**config.mk**
```make
export PLATFORM = sky130hd
export DESIGN_NAME = avalon_gpio_ctrl
export DESIGN_NICKNAME = d
export VERILOG_FILES = /design/src/rtl/gpio_pkg.sv /design/src/rtl/gpio_edge_capture.sv /design/src/rtl/avalon_gpio_ctrl.sv
export SDC_FILE = /design/constraint.sdc
export NUM_CORES = 1
export LEC_CHECK = 0
export ABC_AREA = 0
export ABC_CLOCK_PERIOD_IN_PS = 2600
export BUFFER_PORTS_ARGS = -buffer_cell sky130_fd_sc_hd__buf_2
export CORE_UTILIZATION = 47
export CTS_BUF_LIST = sky130_fd_sc_hd__clkbuf_4 sky130_fd_sc_hd__clkbuf_8 sky130_fd_sc_hd__clkbuf_16
export CTS_CLUSTER_SIZE = 28
export DETAILED_ROUTE_END_ITERATION = 16
export HOLD_SLACK_MARGIN = 0.15
export PLACE_DENSITY = 0.85
export SKIP_CTS_REPAIR_TIMING = 1
export SYNTH_ARGS = -nofsm -noshare
export SYNTH_HDL_FRONTEND = slang
export SYNTH_SLANG_ARGS = --single-unit
```
**constraint.sdc**
```tcl
create_clock -name clk -period 2.6 [get_ports clk]
set_input_delay 0.13 -clock clk [delete_from_list [all_inputs] [get_ports clk]]
set_output_delay 0.13 -clock clk [all_outputs]
set_load 0.01 [all_outputs]
```
**src/rtl/gpio_pkg.sv**
```systemverilog
// Shared definitions for the Avalon-MM GPIO controller: register word
// addresses and edge-capture type encodings.
package gpio_pkg;

  // Register word addresses
  localparam logic [2:0] GPIO_DATA    = 3'd0;
  localparam logic [2:0] GPIO_DIR     = 3'd1;
  localparam logic [2:0] GPIO_IRQMASK = 3'd2;
  localparam logic [2:0] GPIO_EDGECAP = 3'd3;
  localparam logic [2:0] GPIO_OUTSET  = 3'd4;
  localparam logic [2:0] GPIO_OUTCLR  = 3'd5;

  // Edge-capture type encodings (EDGE_TYPE parameter values)
  localparam int EDGE_RISING  = 0;
  localparam int EDGE_FALLING = 1;
  localparam int EDGE_ANY     = 2;

endpackage

```
**src/rtl/gpio_edge_capture.sv**
```systemverilog
// Input path of the GPIO controller: synchroniser chain, previous-value
// register, post-reset warm-up counter, edge detector and the edge-capture
// register with a write-1-to-clear mask.
module gpio_edge_capture
  import gpio_pkg::*;
#(
  parameter int WIDTH       = 8,
  parameter int EDGE_TYPE   = EDGE_RISING,
  parameter int SYNC_STAGES = 2
) (
  input  logic             clk,
  input  logic             reset_n,
  input  logic [WIDTH-1:0] in_port,
  input  logic [WIDTH-1:0] clr_mask,
  output logic [WIDTH-1:0] in_sync,
  output logic [WIDTH-1:0] edgecap
);

  // Edges are only trusted once the chain and in_prev hold post-reset samples.
  localparam int         WARM_CYCLES = SYNC_STAGES + 1;
  localparam logic [2:0] WARM_DONE   = 3'(WARM_CYCLES);

  logic [WIDTH-1:0] sync_q [SYNC_STAGES];
  logic [WIDTH-1:0] sync_d [SYNC_STAGES];
  logic [WIDTH-1:0] in_prev_q, in_prev_d;
  logic [2:0]       warm_q, warm_d;
  logic [WIDTH-1:0] edgecap_q, edgecap_d;
  logic [WIDTH-1:0] edge_raw;
  logic [WIDTH-1:0] edge_det;
  logic             edge_en;

  assign in_sync = sync_q[SYNC_STAGES-1];
  assign edgecap = edgecap_q;
  assign edge_en = (warm_q == WARM_DONE);

  // Next-state for the synchroniser shift chain and the previous-value flop.
  always_comb begin
    sync_d[0] = in_port;
    for (int i = 1; i < SYNC_STAGES; i++) begin
      sync_d[i] = sync_q[i-1];
    end
    in_prev_d = in_sync;
  end

  // Warm-up counter saturates at WARM_DONE and then holds.
  always_comb begin
    warm_d = warm_q;
    if (warm_q != WARM_DONE) begin
      warm_d = warm_q + 3'd1;
    end
  end

  // Edge detection selected by EDGE_TYPE, gated off during warm-up.
  always_comb begin
    edge_raw = '0;
    case (EDGE_TYPE)
      EDGE_RISING:  edge_raw = in_sync & ~in_prev_q;
      EDGE_FALLING: edge_raw = ~in_sync & in_prev_q;
      default:      edge_raw = in_sync ^ in_prev_q;
    endcase
    edge_det = edge_en ? edge_raw : '0;
  end

  // Capture register: a new edge beats a simultaneous clear of the same bit.
  always_comb begin
    edgecap_d = (edgecap_q & ~clr_mask) | edge_det;
  end

  // All input-path state, cleared asynchronously.
  always_ff @(posedge clk or negedge reset_n) begin
    if (!reset_n) begin
      for (int i = 0; i < SYNC_STAGES; i++) begin
        sync_q[i] <= '0;
      end
      in_prev_q <= '0;
      warm_q    <= '0;
      edgecap_q <= '0;
    end else begin
      for (int i = 0; i < SYNC_STAGES; i++) begin
        sync_q[i] <= sync_d[i];
      end
      in_prev_q <= in_prev_d;
      warm_q    <= warm_d;
      edgecap_q <= edgecap_d;
    end
  end

endmodule

```
**src/rtl/avalon_gpio_ctrl.sv**
```systemverilog
// Avalon-MM slave GPIO controller: bus decode, output data register,
// direction and interrupt-mask registers, read mux and the level IRQ.
//
// Bus protocol: zero-wait-state slave with no waitrequest. A write is
// accepted on every clk edge where chipselect=1 and write_n=0; readdata is
// combinational from address and reading never changes state.
module avalon_gpio_ctrl
  import gpio_pkg::*;
#(
  parameter int          WIDTH       = 8,
  parameter logic [31:0] RESET_OUT   = 32'h0,
  parameter logic [31:0] RESET_DIR   = 32'h0,
  parameter int          EDGE_TYPE   = EDGE_RISING,
  parameter int          SYNC_STAGES = 2
) (
  input  logic             clk,
  input  logic             reset_n,
  input  logic [2:0]       address,
  input  logic             chipselect,
  input  logic             write_n,
  input  logic [31:0]      writedata,
  output logic [31:0]      readdata,
  input  logic [WIDTH-1:0] in_port,
  output logic [WIDTH-1:0] out_port,
  output logic [WIDTH-1:0] oe,
  output logic             irq
);

  logic             wr_en;
  logic [WIDTH-1:0] wd;
  logic [WIDTH-1:0] out_q, out_d;
  logic [WIDTH-1:0] dir_q, dir_d;
  logic [WIDTH-1:0] irqmask_q, irqmask_d;
  logic [WIDTH-1:0] clr_mask;
  logic [WIDTH-1:0] in_sync;
  logic [WIDTH-1:0] edgecap;
  logic [WIDTH-1:0] rd_val;
  logic             unused_writedata;

  assign wr_en = chipselect & ~write_n;
  assign wd    = writedata[WIDTH-1:0];

  // Upper writedata bits carry nothing for narrow configurations.
  assign unused_writedata = ^writedata;

  gpio_edge_capture #(
    .WIDTH       (WIDTH),
    .EDGE_TYPE   (EDGE_TYPE),
    .SYNC_STAGES (SYNC_STAGES)
  ) u_edge_capture (
    .clk      (clk),
    .reset_n  (reset_n),
    .in_port  (in_port),
    .clr_mask (clr_mask),
    .in_sync  (in_sync),
    .edgecap  (edgecap)
  );

  // Register write decode, including atomic set/clear of output bits.
  always_comb begin
    out_d     = out_q;
    dir_d     = dir_q;
    irqmask_d = irqmask_q;
    clr_mask  = '0;
    if (wr_en) begin
      case (address)
        GPIO_DATA:    out_d     = wd;
        GPIO_DIR:     dir_d     = wd;
        GPIO_IRQMASK: irqmask_d = wd;
        GPIO_EDGECAP: clr_mask  = wd;
        GPIO_OUTSET:  out_d     = out_q | wd;
        GPIO_OUTCLR:  out_d     = out_q & ~wd;
        default:      ;
      endcase
    end
  end

  // Control registers with asynchronous reset to their parameterised values.
  always_ff @(posedge clk or negedge reset_n) begin
    if (!reset_n) begin
      out_q     <= RESET_OUT[WIDTH-1:0];
      dir_q     <= RESET_DIR[WIDTH-1:0];
      irqmask_q <= '0;
    end else begin
      out_q     <= out_d;
      dir_q     <= dir_d;
      irqmask_q <= irqmask_d;
    end
  end

  // Read mux: DATA shows the driven value on outputs, the pin on inputs.
  always_comb begin
    rd_val = '0;
    case (address)
      GPIO_DATA:    rd_val = (dir_q & out_q) | (~dir_q & in_sync);
      GPIO_DIR:     rd_val = dir_q;
      GPIO_IRQMASK: rd_val = irqmask_q;
      GPIO_EDGECAP: rd_val = edgecap;
      default:      rd_val = '0;
    endcase
    readdata = '0;
    readdata[WIDTH-1:0] = rd_val;
  end

  assign out_port = out_q;
  assign oe       = dir_q;
  assign irq      = |(edgecap & irqmask_q);

endmodule

```
==> impl_metrics.tcl, run 1 <==
set metrics [dict create \
    status "finished, final reports clean" \
    initial_core_util 0.492 \
    crit_top_cell "buf_2" \
    final.setup.worst_slack_ns 0.777 \
    synth_cell_type_count 34 \
    io_buffer_count 47 \
    synth_compound_area_frac 0.114 \
    yosys_register_bits 59 \
    die_area_mm2 0.00611 \
    crit_arrival_ns 1.69 \
    cts_max_level 3 \
    slew_headroom 0.335 \
    synthMuxAreaShare 0.139 \
    place_congestion 0.795 \
    clk_path_buf_depth 2 \
    ir_worst_vdd_mv 0.562 \
    cts_tree "done" \
    slowest_delay_ns 0.77 \
    clock_skew_ns 0.00801 \
    avgRoutedWirePerCell_um 15.9 \
    max_cap_viol_count 0 \
    synth_area_mm2 0.00273 \
    finalSetupTns_ns 0 \
    min_path_type "input port to flip-flop" \
    route.detailed.drc 0 \
    dp_slack_ns 0.708 \
    grtUsageTotal 0.216 \
    ys.warnings.count 0 \
    drv_slew 0 \
    power.leakage_nw 1.56 \
    multi_input_area_mm2 0.00109 \
    async_flop_share 1.00 \
    cts_buffers 9 \
    synthAdderAreaFrac 0.00918 \
    dp_hpwl_um 3870 \
    synth_xor_area_frac 0.00321 \
    num_antenna_cells 0 \
    yosys.area.top_type "dfrtp_1" \
    worst_path_max_delay_cell "nor3_1" \
    die-width_um 78.1 \
    syn_inst 235 \
    clockRootBuffer "clkbuf_8" \
    hold_viol 0 \
    layout-drive-gt1-share 0.275 \
    fp.coreArea_mm2 0.00554 \
    cp_data_required_time_ns 2.47 \
    synth_seq_area_share 0.542 \
    power_density_mw_per_mm2 777 \
    avgSynthCellArea_um2 11.6 \
    grt_pass1_vias 1858 \
    path_clk_slew_ns 0.07 \
    synth_ff_type "dfrtp_1" \
    cts.sinks 59 \
    via_per_inst 5.36 \
    die_y_um 78.1 \
    grt_first_pass_wirelength_um 9610 \
    first_pass_iters 4 \
    critical_path_class "input port to primary output" \
    row_count 27 \
    ff_latch_area_mm2 0.00148 \
    final_cell_mix "dfrtp_1, buf_2, nand2_1" \
    finalSetupViolations 0 \
    overflow 0 \
    num_vias 2026 \
    pin_count 96 \
    wirelength_um 6020 \
    clkLatencyLatePin_ns 0.34 \
    synth-edff-count 0 \
    antenna_found_initial 0 \
    area_growth_pct 22.3 \
    synth_top_family_by_area "multiplexers" \
    critPathMaxFanout 30 \
    rsz0062_at_grt "no" \
    synth_area_leaders "dfrtp_1, buf_4, mux2_4" \
    start_kind "input port" \
    fmax_mhz 549 \
    fin_nets 350 \
    cp-end-kind "primary output" \
    initialDrtViolationCount 136 \
    ant_nets 0 \
    grt_max_degree 47 \
    layout_worst_path_cycle_share 0.701 \
    worst_pin_slew_ns 0.998 \
    synth_top_area_share 0.542 \
    path_cells "buf_2 > nor3_1 > nand2_1 > o221ai_1 > buf_2" \
    finalCriticalPeriod_ns 1.82 \
    nFillCells 451 \
    layout_commonest_cell "dfrtp_1" \
    synth-simple-area-share 0.101 \
]
## per-stage QoR
step	hold WS [ns]	util	cell area, um^2	cells	power (mW)
floorplan	-0.166	-	2810	258	1.41
finish	0.256	0.602	3330	378	2.59
global placement	0.237	0.527	2920	345	1.54
global route	0.275	0.602	3330	378	2.70
detailed placement	0.239	0.527	2920	345	1.56
CTS	-0.112	0.571	3160	361	2.58
## final timing paths
path                                             endpoint  slack (ns)  cells past startpoint                startpoint
worst max-delay path                          readdata[6]        0.78                      5                address[0]
worst min-delay path                          out_port[7]        0.26                      3                   write_n
worst max register to register   u_edge_capture.warm_q[1]        1.10                      3  u_edge_capture.warm_q[0]
worst min register to register  u_edge_capture.in_sync[2]        0.35                      0  u_edge_capture.sync_d[2]
max in group asynchronous       u_edge_capture.edgecap[4]        1.32                      3                   reset_n
min in group asynchronous        u_edge_capture.sync_d[3]        0.51                      2                   reset_n
## metal layers
| layer | vias up | GRT usage | wire length (um) |
|---|---|---|---|
| met3 | 14 | 0.0686 | 429 |
| li1 | 914 | - | - |
| met4 | 0 | 0.0963 | 122 |
| met5 | - | 0 | 0 |
| met1 | 1001 | 0.281 | 2570 |
| met2 | 97 | 0.332 | 2910 |
## state kept, by name, indices dropped and copies added (netlist names)
| signal | flops |
|---|---|
| u_edge_capture.warm_q | 3 |
| u_edge_capture.in_prev_q | 8 |
| u_edge_capture.edgecap | 8 |
| irqmask_q | 8 |
| oe | 8 |
| u_edge_capture.sync_d | 8 |
| u_edge_capture.in_sync | 8 |
| out_port | 8 |
## synthesized netlist by cell type (3+ instances only)
| library cell | n |
|---|---|
| clkbuf_1 | 3 |
| a21oi_1 | 16 |
| o21ai_0 | 14 |
| dfrtp_1 | 59 |
| mux2_4 | 8 |
| a22oi_1 | 4 |
| buf_2 | 4 |
| mux2_1 | 8 |
| mux2_2 | 7 |
| o21ai_1 | 8 |
| mux2i_1 | 9 |
| nand2_1 | 28 |
| buf_4 | 24 |
| o221ai_1 | 6 |
| nand3_1 | 8 |
| a211oi_1 | 3 |
## worst max-delay path: cells and delay by family
family                 cells  cell delay [ns]
AND/OR/NAND/NOR            2             0.91
buffers and inverters      2             0.49
AO/OA/AOI/OAI              1             0.15
## cells by family (layout without fill, tap and decap cells)
| kind of cell | Yosys count | after routing |
|---|---|---|
| compound gates | 53 | 53 |
| buf+inv | 36 | 84 |
| fa+ha+maj | 2 | 2 |
| mux | 32 | 32 |
| other cells | 1 | 24 |
| flops | 59 | 59 |
| simple gates | 51 | 51 |
| xor+xnor | 1 | 1 |
## area by class of cell
type	instances	share of cell area
Sequential cell	59	0.443
Multi-Input combinational cell	163	0.327
Clock inverter	5	0.0300
Timing Repair Buffer	67	0.128
Inverter	1	0.00113
Clock buffer	11	0.0435
Tap cell	72	0.0270
## report_power, final
group | total, mW | internal [mW] | switching, mW
clock network | 1.02 | 0.670 | 0.354
logic | 0.443 | 0.218 | 0.225
registers | 1.12 | 1.03 | 0.0933
Note: power is estimated with default switching activity, not from simulation.
==> inputs of run 2 (changes only) <==
--- a/config.mk
+++ b/config.mk
@@ -5,10 +5,10 @@
 export SDC_FILE = /design/constraint.sdc
 export NUM_CORES = 1
 export LEC_CHECK = 0
-export ABC_AREA = 0
-export ABC_CLOCK_PERIOD_IN_PS = 2600
+export ABC_AREA = 1
+export ABC_CLOCK_PERIOD_IN_PS = 1550
 export BUFFER_PORTS_ARGS = -buffer_cell sky130_fd_sc_hd__buf_2
-export CORE_UTILIZATION = 47
+export CORE_UTILIZATION = 45
 export CTS_BUF_LIST = sky130_fd_sc_hd__clkbuf_4 sky130_fd_sc_hd__clkbuf_8 sky130_fd_sc_hd__clkbuf_16
 export CTS_CLUSTER_SIZE = 28
 export DETAILED_ROUTE_END_ITERATION = 16
==> constraint.sdc (replaced) <==
create_clock -name clk -period 1.55 [get_ports clk]
set_input_delay 0.0775 -clock clk [delete_from_list [all_inputs] [get_ports clk]]
set_output_delay 0.0775 -clock clk [all_outputs]
set_load 0.01 [all_outputs]
==> run 2 against run 1 <==
Register-to-register slack worse by 0.82 ns. Via count grew 14%. Critical path depth is 1 lower. Area after synthesis up 1.8%. Die area grew 6.1%. Final cell count grew 25%. Wire length is 2.7% higher. Non-clock buffer count increased by 10. Utilization fell by 2.0 points. First-iteration DRC count down 16%. Count of clock-buffer cells in the layout is 1 higher. Critical path type is now flip-flop to primary output. Largest cell class unchanged.
==> impl_metrics.tcl, run 2 <==
set metrics [dict create \
    path_cells "o21ai_0 > nand2_1 > nand4_1 > buf_2" \
    overflow 0 \
    cts_max_level 3 \
    netlist_top_cells_count "nand2_1, dfrtp_1, inv_1, buf_4, nand3_1" \
    cp_data_required_time_ns 1.47 \
    synth_ff_type "dfrtp_1" \
    route.detailed.drc 0 \
    yosys_register_bits 59 \
    hold_viol 0 \
    finalSetupTns_ns 0 \
    min_path_type "input port to flip-flop" \
    clock_skew_ns 0.00533 \
    die-width_um 80.5 \
    grt_pass1_vias 2064 \
    finalCriticalPeriod_ns 1.40 \
    die_y_um 80.5 \
    ant_nets 0 \
    io_buffer_count 47 \
    grtUsageTotal 0.206 \
    power.leakage_nw 1.82 \
    synth.most_common_cell "nand2_1" \
    grt_first_pass_wirelength_um 9630 \
    path_clk_slew_ns 0.06 \
    grt_max_degree 60 \
    critPathMaxFanout 5 \
    syn_inst 313 \
    synth_area_mm2 0.00277 \
    antenna_found_initial 0 \
    finalSetupViolations 0 \
    layout-drive-gt1-share 0.229 \
    status "finished, final reports clean" \
    placed_cell_area_mm2 0.00307 \
    ys.warnings.count 0 \
    cts_buffers 9 \
    fmax_mhz 713 \
    final_cell_area_mm2 0.00345 \
    final_cells 473 \
    initialDrtViolationCount 114 \
    dp_hpwl_um 4240 \
    cp-end-kind "primary output" \
    die_area_mm2 0.00648 \
    avgRoutedWirePerCell_um 13.1 \
    clkLatencyLatePin_ns 0.33 \
    first_pass_iters 4 \
    crit_arrival_ns 1.32 \
    slowest_delay_ns 0.42 \
    pin_count 96 \
    layout_commonest_cell "nand2_1" \
    synth_seq_area_share 0.532 \
    synth_top_area_share 0.532 \
    row_count 28 \
    area_growth_pct 24.2 \
    clockRootBuffer "clkbuf_8" \
    max_cap_viol_count 0 \
    power_density_mw_per_mm2 1150 \
    synth_cell_type_count 26 \
    cts.sinks 59 \
    place_inst 440 \
    drv_slew 0 \
    rsz0062_at_grt "no" \
    final_cell_mix "nand2_1, dfrtp_1, buf_2" \
    async_flop_share 1.00 \
    place_congestion 0.858 \
    ir_worst_vdd_mv 0.895 \
    cts_tree "done" \
    start_kind "flip-flop" \
    worst_path_max_delay_cell "dfrtp_1" \
    layout_worst_path_cycle_share 0.905 \
    via_per_inst 4.89 \
    holdWs_ns 0.223 \
    yosys.area.top_type "dfrtp_1" \
    initial_core_util 0.469 \
    clk_path_buf_depth 2 \
    num_vias 2312 \
    fin_nets 442 \
    fp.coreArea_mm2 0.00592 \
    critical_path_class "flip-flop to primary output" \
    wirelength_um 6190 \
    synth_area_leaders "dfrtp_1, nand2_1, buf_4" \
    avgSynthCellArea_um2 8.86 \
    synth-edff-count 0 \
    num_antenna_cells 0 \
]
run 2: cell families (layout without fill, tap and decap cells):
logic type | Yosys count | after routing | share of synthesized area
AO/OA/AOI/OAI | 38 | 38 | 0.0884
flip-flops | 59 | 59 | 0.532
other | 1 | 24 | 0.00135
adder cells (fa/ha/maj) | 2 | 2 | 0.00902
XOR/XNOR | 1 | 1 | 0.00316
buffers and inverters | 63 | 125 | 0.127
AND/OR/NAND/NOR | 149 | 149 | 0.239
run 2: routing by layer:
layer	track usage	vias to the layer above	share of wire
met3	0.0693	15	0.082
met5	0	-	0
met4	0.102	0	0.021
met2	0.336	84	0.50
li1	-	1127	-
met1	0.240	1086	0.40
run 2: final timing paths:
path / depth (start not counted) / from / to / slack, ns
setup / recovery: 4 / oe[4] / readdata[4] / 0.15
hold / removal: 4 / chipselect / u_edge_capture.edgecap[1] / 0.22
setup reg to reg: 5 / u_edge_capture.warm_q[0] / u_edge_capture.edgecap[7] / 0.28
hold reg to reg: 0 / u_edge_capture.sync_d[2] / u_edge_capture.in_sync[2] / 0.35
max in group asynchronous: 3 / reset_n / u_edge_capture.in_prev_q[0] / 1.01
min in group asynchronous: 3 / reset_n / u_edge_capture.in_sync[7] / 0.27
run 2: worst max-delay path, delay by kind of cell, from the launching register on:
kind	cells	cell delay (ns)
flip-flops	1	0.42
buffers and inverters	1	0.15
AND/OR/NAND/NOR	2	0.21
AO/OA/AOI/OAI	1	0.21
run 2: stage by stage:
step	power, mW	util	worst slack [ns]
after floorplan	2.28	-	0.190
after global placement	2.50	0.518	0.368
after detailed placement	2.53	0.518	0.275
after CTS	3.97	0.553	0.122
after global routing	4.18	0.582	0.0571
final	3.96	0.582	0.148
run 2: report_power, final:
group	total [mW]	internal, mW	switching (mW)
registers	1.84	1.71	0.136
logic	0.691	0.288	0.403
clock network	1.42	0.845	0.577
run 2: cell type report:
| cell class | count | area (um^2) |
|---|---|---|
| Timing Repair Buffer | 77 | 515 |
| Multi-Input combinational cell | 214 | 1030 |
| Clock inverter | 4 | 48.8 |
| Clock buffer | 12 | 159 |
| Fill cell | 530 | 2470 |
| Inverter | 32 | 120 |
| Tap cell | 75 | 93.8 |
| Sequential cell | 59 | 1480 |
